**src/rtl/fma_chk_fifo.sv**
```systemverilog
// Expected-value queue: synchronous FIFO with flush.
// Entries become visible at the head one cycle after the push.
module fma_chk_fifo #(
  parameter int WIDTH = 32,
  parameter int DEPTH = 8
) (
  input  logic             clk,
  input  logic             rst_n,
  input  logic             push,
  input  logic             pop,
  input  logic             flush,
  input  logic [WIDTH-1:0] din,
  output logic             full,
  output logic             empty,
  output logic [WIDTH-1:0] head
);

  localparam int AW = $clog2(DEPTH);

  logic [WIDTH-1:0] mem [DEPTH];
  logic [AW:0]      wPtr;
  logic [AW:0]      rPtr;
  logic             doPush;
  logic             doPop;

  assign full = (wPtr[AW] != rPtr[AW])
             && (wPtr[AW-1:0] == rPtr[AW-1:0]);
  assign empty = (wPtr == rPtr);
  assign head = mem[rPtr[AW-1:0]];
  assign doPush = push && !full && !flush;
  assign doPop = pop && !empty && !flush;

  // Pointer bookkeeping; flush empties the queue.
  always_ff @(posedge clk or negedge rst_n) begin
    if (!rst_n) begin
      wPtr <= '0;
      rPtr <= '0;
    end else if (flush) begin
      wPtr <= '0;
      rPtr <= '0;
    end else begin
      if (doPush) wPtr <= wPtr + 1'b1;
      if (doPop) rPtr <= rPtr + 1'b1;
    end
  end

  // Storage write; contents are don't-care until pushed.
  always_ff @(posedge clk) begin
    if (doPush) mem[wPtr[AW-1:0]] <= din;
  end

endmodule

```
**config.mk**
```make
export PLATFORM = sky130hd
export DESIGN_NAME = fma_chk_fifo
export DESIGN_NICKNAME = d
export VERILOG_FILES = /design/src/rtl/fma_chk_fifo.sv
export SDC_FILE = /design/constraint.sdc
export NUM_CORES = 1
export LEC_CHECK = 0
export CAP_MARGIN = 20
export CORE_MARGIN = 5
export CORE_UTILIZATION = 60
export CTS_CLUSTER_DIAMETER = 40
export CTS_CLUSTER_SIZE = 25
export DETAILED_ROUTE_END_ITERATION = 8
export PLACE_DENSITY = 0.78
export SYNTH_ARGS = -nofsm -noshare
export SYNTH_HDL_FRONTEND = slang
export SYNTH_SLANG_ARGS = --single-unit
```
**constraint.sdc**
```tcl
create_clock -name clk -period 7.4 [get_ports clk]
set_input_delay 1.48 -clock clk [delete_from_list [all_inputs] [get_ports clk]]
set_output_delay 1.48 -clock clk [all_outputs]
set_load 0.01 [all_outputs]
```
==> results of run 1 <==
## cell families after synthesis
kind of cell,synth area share (%)
xor+xnor,0.675
mux,18.7
simple gates,2.12
fa+ha+maj,0.241
flops,76.0
buf+inv,1.55
compound gates,0.735
## worst min-delay path, delay by kind of cell (launching register included)
family,cells,cell delay [ns]
flops,1,0.44
simple gates,1,0.13
compound gates,1,0.06
## cells in the final DEF, fill, tap and decap left out, types with 5 or more instances in the layout
| master | instances |
|---|---|
| mux4_2 | 64 |
| clkinv_4 | 6 |
| clkbuf_16 | 35 |
| edfxtp_1 | 256 |
| clkdlybuf4s50_1 | 70 |
| nor2_1 | 5 |
| inv_6 | 6 |
| mux2_4 | 20 |
| mux2_2 | 14 |
| dfrtp_1 | 5 |
| buf_4 | 14 |
## where the power goes
| part | total [µW] | internal [µW] | switching (µW) |
|---|---|---|---|
| logic | 388 | 238 | 150 |
| registers | 1700 | 1660 | 38.9 |
| clock network | 1650 | 1030 | 625 |
## final cells by class
cell class,instances,area [µm²],area share (%)
Clock inverter,23,282,2.24
Clock buffer,38,887,7.07
Antenna cell,1,2.50,0.0199
Multi-Input combinational cell,158,2400,19.1
Tap cell,225,282,2.24
Timing Repair Buffer,85,811,6.46
Sequential cell,264,7900,62.9
## path summary, 6_finish.rpt
| path | slack [ns] | from | cells past startpoint | endpoint |
|---|---|---|---|---|
| min in group asynchronous | 1.29 | rst_n | 1 | rPtr[1] |
| max | 2.47 | rPtr[0] | 4 | head[1] |
| max in group asynchronous | 5.79 | rst_n | 1 | rPtr[0] |
| max reg2reg | 4.18 | rPtr[1] | 4 | mem[4][3] |
| min reg2reg | 0.67 | rPtr[3] | 2 | rPtr[3] |
| min | 0.67 | rPtr[3] | 2 | rPtr[3] |
## stage by stage
step                      power (µW)  hold WS (ns)  utilization, %  setup slack (ns)
after floorplan                 1980         0.616               -              1.88
after global placement          2120         0.625            66.5              2.92
after detailed placement        2120         0.660            66.5              2.90
after CTS                       3780         0.666            73.3              2.33
after global routing            3880         0.694            73.4              2.20
final                           3740         0.670            73.4              2.47
## flip-flops by register name (all words and copies together), names as in the netlist
| name | cells |
|---|---|
| wPtr | 4 |
| mem | 256 |
| rPtr | 4 |
## metal layers
metal / global-route usage, % / routed length (µm) / part of all wire, % / up-vias
met2: 34.7 / 10200 / 53 / 168
met4: 5.00 / 350 / 1.8 / 0
met1: 27.0 / 7690 / 39 / 2558
met3: 4.08 / 1220 / 6.2 / 26
met5: 0 / 0 / 0 / -
li1: - / - / - / 2100
==> run summary, run 1 <==
The final cell count without fillers is 794, and the number of synthesized flops with an enable pin is 256. The die covers 0.0200 mm². The finished cells cover 0.0126 mm². The number of instances in the synthesized netlist came out at 448. The distinct cell type count after synthesis was 36; the post-cts resize count was 0. Entering global routing, the biggest net connects 70 pins.

The post-placement cell count came out at 731. After synthesis, the mean cell area works out to 23.2 µm². Among all flip-flop cells after synthesis, the most frequent one is edfxtp_1. The critical path goes through buf_4 -> mux4_2 -> mux2_2 -> clkdlybuf4s50_1. The fraction of layout cells with a size suffix above 1 works out to 32.6%. Counting along the longest clock path gives a buffer depth of 3. The number of buffers and inverters on the critical path is 2. By count the netlist is led by 256 x edfxtp_1, 64 x mux4_2, 20 x mux2_4. The area added between synthesis and finish is 20.9%, and the initial antenna violation count is 1. Final RePlAce weighted congestion: 0.763.

The number of hold buffers added after CTS was 0. For this run, the slowest stage of the critical path takes 0.78 ns. The sequential share of the synthesized area is 76.0%. The run gives 0.0171 mm² as the standard cell core area. The number of top-level pins was 71; the number of standard-cell rows in the floorplan was 48.

The run gives 0 as the count of final max-slew check failures. The run finished with clean final reports. The tools report the overall routing resource usage as 20.2%. The run gives 31.0% as the headroom to the max-slew limit. In this design, the largest share of critical-path delay is due to buffers and inverters. The logs give 2 for the CTS H-tree depth and 4 for the first-pass detailed-route iteration total. TritonCTS built the clock tree.

The logs give 0.50 ns for the clock latency at the later pin of the worst-skew pair and 0.0114 mm² for the cell area after placement. The summed negative setup slack over all endpoints came out at 0 ns. The die height was 142 µm; the number of design-rule violations left by the first detailed-router iteration was 382.

The floorplan step set the die width to 142 µm. The number of nets handed over by synthesis was 487. The final period utilization works out to 66.6%. For the worst setup path, the data required time is 5.92 ns. For the number of violations of the max-capacitance limit, the log shows 0. The routed layout has 4852 vias. The static leakage is 0.00401 µW. For the number of global-route vias before repair, the log shows 5154. The most common cell in the synthesized netlist is edfxtp_1.

Dividing total power by cell area gives a power density of 298 mW/mm². Shortest period the worst path allows: 4.93 ns. The slew at the pin closest to its max-slew limit works out to 1.02 ns. STA classifies the critical path startpoint as a flop.

In the post-synthesis netlist, the biggest area contributors are edfxtp_1 74%, mux4_2 14%, mux2_4 2.9%, dfrtp_1 1.9%, mux2_2 1.5%. The detail-routed via count per cell is 6.11, and the routed wire length is 19.5 mm. Counting the fill cells in the layout gives 933.

The tightest min-delay check is of the flop to flop type. Proportion of register bits with asynchronous set or reset after synthesis: 3.03%. The worst setup path is captured at an output pin. The setup path with the least slack is of type flop to output pin. After clock tree synthesis, the clock-pin slew on the worst setup and hold paths is 0.06 ns. After detailed routing, the number of remaining DRC violations is 0.

The library cell occupying the most area in the post-synthesis netlist is edfxtp_1. Summed over all layers, the global routing overflow is 0. The first global-routing pass estimated 30.2 mm of wire. At the worst endpoint, the arrival time is 3.45 ns. Input and output buffers added on the ports amount to 70.

Across the VDD grid, the largest voltage drop is 0.207 mV. The number of warnings issued by yosys was 0; the largest fanout on the critical path was 44. Buffers added to address setup during post-CTS repair amount to 0. Setup repair after global routing left no endpoint under its margin.

The total of flip-flops plus latches after synthesis is 264, and the worst-case clock skew is 0.0109 ns. The CTS root buffer was clkbuf_16. For the cell area after technology mapping, the log shows 0.0104 mm². For this design, the sink count on the clock tree is 264.

The top cell type by area accounts for 74.0% of the synthesized area. The run gives 0 as the number of hold violations in the final report. Buffers inserted during clock tree synthesis total 34. For this design, the slowest cell found on the critical path is buf_4.

The run gives 0 as the count of final setup violators. After detailed routing, the average wire length per cell comes to 24.6 µm. The initial utilization of the core area, before any placement, comes to 60.7%. The sum of net half-perimeters after detailed placement is 10.6 mm, and the number of nets in the finished design is 582. The logs give 0 for the post-detailed-route count of antenna-violating nets and 203 MHz for the upper clock frequency limit.
Power figures use the tool's default switching activity.
==> inputs of run 2 (changes only) <==
- CORE_UTILIZATION: 60 -> 58
- PLACE_DENSITY: 0.78 -> 0.76
- clock period: 7.4 -> 4.8 ns (I/O delays scaled with it)
==> run 2 against run 1 <==
Clock skew about the same. Final cell count shrank 0.38%. Routed wire length down 2.3%. Power increased by 45%. Combinational power rose by 48%. First-iteration DRC count decreased by 20%. Worst hold slack got worse by 0.0073 ns. Largest cell class unchanged.
==> run summary, run 2 (same netlist as run 1, synthesis figures left out) <==
The tools report the count of final setup violators as 0 (unchanged). The area growth from synthesis to layout is 19.3%. The starting utilization of the core area was 58.4% (-2.3 points). The worst setup path is captured at an output pin.

The first-pass GRT wire length was 29.6 mm (-1.8%); the number of design-rule violations left by the first detailed-router iteration was 305 (-20%). The total CTS buffers came out at 30 (-12%). The number of global-route vias before repair was 5219 (+1.3%). The number of flip-flops in the largest register is 256 (unchanged). Setup repair after global routing left no endpoint under its margin. The multi-input logic area was 0.00240 mm² (unchanged); the worst-case clock skew was 0.0112 ns (+0.000280 ns). The final standard cell area without fillers came out at 0.0124 mm² (-1.4%). The number of hold violations in the final report was 0 (unchanged); the global-route congestion overflow total was 0 (unchanged). The static leakage came out at 0.00391 µW (-2.4%). The clock-pin transition on the worst setup and hold timing paths is 0.06 ns (about the same).

The flow ran to the end, and the final reports show no timing, DRC or antenna violations. The final period utilization was 89.0%. The logs give 0.0114 mm² (about the same) for the cell area after placement and 0.0207 mm² (+3.2%) for the die area.

The DRC violation count after routing came out at 0 (unchanged). The count of buffers from port buffering came out at 70 (unchanged). The tools report the maximum count of clock buffers along a single path as 3 (unchanged). The critical path is of the flop to output pin type. The number of fillers in the final layout was 1080 (+16%); the fraction of layout cells with a size suffix above 1 was 32.1% (-0.48 points). The overall routing resource usage is 19.3% (-0.84 points). Number of standard-cell rows in the floorplan: 49 (+2.1%).

Destination of the critical timing path: head[14]. The number of top-level pins is 71 (unchanged). The library cells used most frequently in the layout, excluding fill and tap cells, are 256 x edfxtp_1, 70 x clkdlybuf4s50_1, 64 x mux4_2.

The run gives 0.55 ns (+0.05 ns) as the clock latency at the later pin of the worst-skew pair. Reg-to-reg setup timing slack: 1.60 ns (-2.58 ns). The tools report the category of the worst setup path launch point as a flop.

For the buffer count from post-CTS setup fixing, the log shows 0 (unchanged). The combined buffer and inverter count along the critical path was 2 (unchanged); the sink count of the clock tree was 264 (unchanged). TritonCTS built the clock tree. The die height is 144 µm (+1.6%), and the power density over the cells is 438 mW/mm² (+47%). For the post-detailed-route count of antenna-violating nets, the log shows 0 (unchanged).

The run gives 5430 µW (+45%) as the final total power. For the routed via count, the log shows 4766 (-1.8%). The die width works out to 144 µm (+1.6%). The shortest period the worst path allows is 4.27 ns. The post-cts resize count is 0 (unchanged). Most common cell after layout, fill and taps aside: edfxtp_1. The first-pass detailed-route iteration total is 4 (unchanged).

For the worst-case vdd ir drop, the log shows 0.369 mV (+78%). The pin count of the biggest net entering global routing was 70 (unchanged). The worst path required time is 3.84 ns (-2.08 ns), and the worst reg2reg path depth is 4 (unchanged).

The tools report the sum of net half-perimeters after detailed placement as 10.5 mm (-1.1%). In this run the worst setup path begins at rPtr[0]. The number of nets in the finished design was 576 (-1.0%); the standard cell core area was 0.0178 mm² (+3.9%).

The slew at the pin closest to its max-slew limit is 1.01 ns (-0.0103 ns). Headroom to the max-slew limit: 31.7% (+0.70 points). The largest stage delay on the critical path came out at 1.03 ns (+0.25 ns). The area taken by flip-flops and latches came out at 0.00790 mm² (unchanged). Number of gates on the worst path with buffers counted: 4 (unchanged). The routed wirelength normalized by instance count was 24.1 µm (-2.0%). The number of violations of the max-capacitance limit was 0 (unchanged); the detail-routed via count per cell was 6.03 (-1.4%). The largest fanout on the critical path was 51 (+16%); the final RePlAce weighted congestion was 0.767 (+0.43%).

Broken down by cell family, the worst path's largest delay share belongs to flip-flops. The CTS H-tree depth came out at 1 (-1). The initial antenna violation count was 0 (-1). The path class of the tightest hold or removal check is flop to flop. For the arrival time at the worst endpoint, the log shows 3.31 ns (-0.14 ns).

The startpoint identified for the worst register-to-register timing path is rPtr[0]. The worst hold-check slack is 0.662 ns (-0.00732 ns). The tools report the routed wire length as 19.1 mm (-2.3%). The tools report the worst reg2reg path endpoint as mem[6][2]. The critical path goes through buf_4 -> mux4_2 -> mux2_4 -> clkdlybuf4s50_1. The CTS root buffer was clkbuf_16.

The post-cts hold buffer count came out at 0 (unchanged). The slowest stage of the critical path belongs to the cell dfrtp_4. The count of final max-slew check failures was 0 (unchanged); the upper clock frequency limit was 234 MHz.
-- run 2: power by group --
group	internal (µW)	switching [µW]	leakage (µW)	total, µW
clock	1230	982	0.000479	2210
sequential	2560	82.4	0.00242	2650
combinational	368	205	0.00101	573
-- run 2: routing by layer --
metal	vias to the layer above	GRT usage [%]	share of wire [%]
met2	154	33.2	52
met1	2486	25.5	39
li1	2086	-	-
met3	40	3.43	6.6
met4	0	6.24	2.4
met5	-	0	0
-- run 2: metrics by stage --
step / utilization, % / TNS, ns / setup slack [ns] / cells
5_1_grt: 69.6 / 0 / 0.244 / 790
6_report: 69.7 / 0 / 0.526 / 791
3_5_place_dp: 64.0 / 0 / 1.00 / 734
2_1_floorplan: - / -25.98 / -0.203 / 448
3_3_place_gp: 64.0 / 0 / 1.01 / 734
4_1_cts: 69.6 / 0 / 0.410 / 790
-- run 2: tightest hold or removal path, stage by stage, from the launching register on --
cell and delay, ns:
dfrtp_1 0.45, nor2_1 0.13, a311oi_1 0.05
-- run 2: layout make-up --
cell class / instances / area share [%]
sequential: 264 / 63.8
multi-input combinational: 158 / 19.3
timing repair buffer: 83 / 6.45
clock buffer: 32 / 6.29
tap: 229 / 2.31
clock inverter: 24 / 1.83
antenna: 1 / 0.0202
-- run 2: worst min path at each step --
| stage | start | cells past startpoint | to | slack, ns |
|---|---|---|---|---|
| 2_1_floorplan | rPtr[3] | 2 | rPtr[3] | 0.62 |
| 3_3_place_gp | wPtr[3] | 2 | wPtr[3] | 0.63 |
| 3_5_place_dp | rPtr[3] | 2 | rPtr[3] | 0.65 |
| 4_1_cts | rPtr[3] | 2 | rPtr[3] | 0.66 |
| 5_1_grt | rPtr[3] | 2 | rPtr[3] | 0.69 |
| 6_report | rPtr[3] | 2 | rPtr[3] | 0.66 |
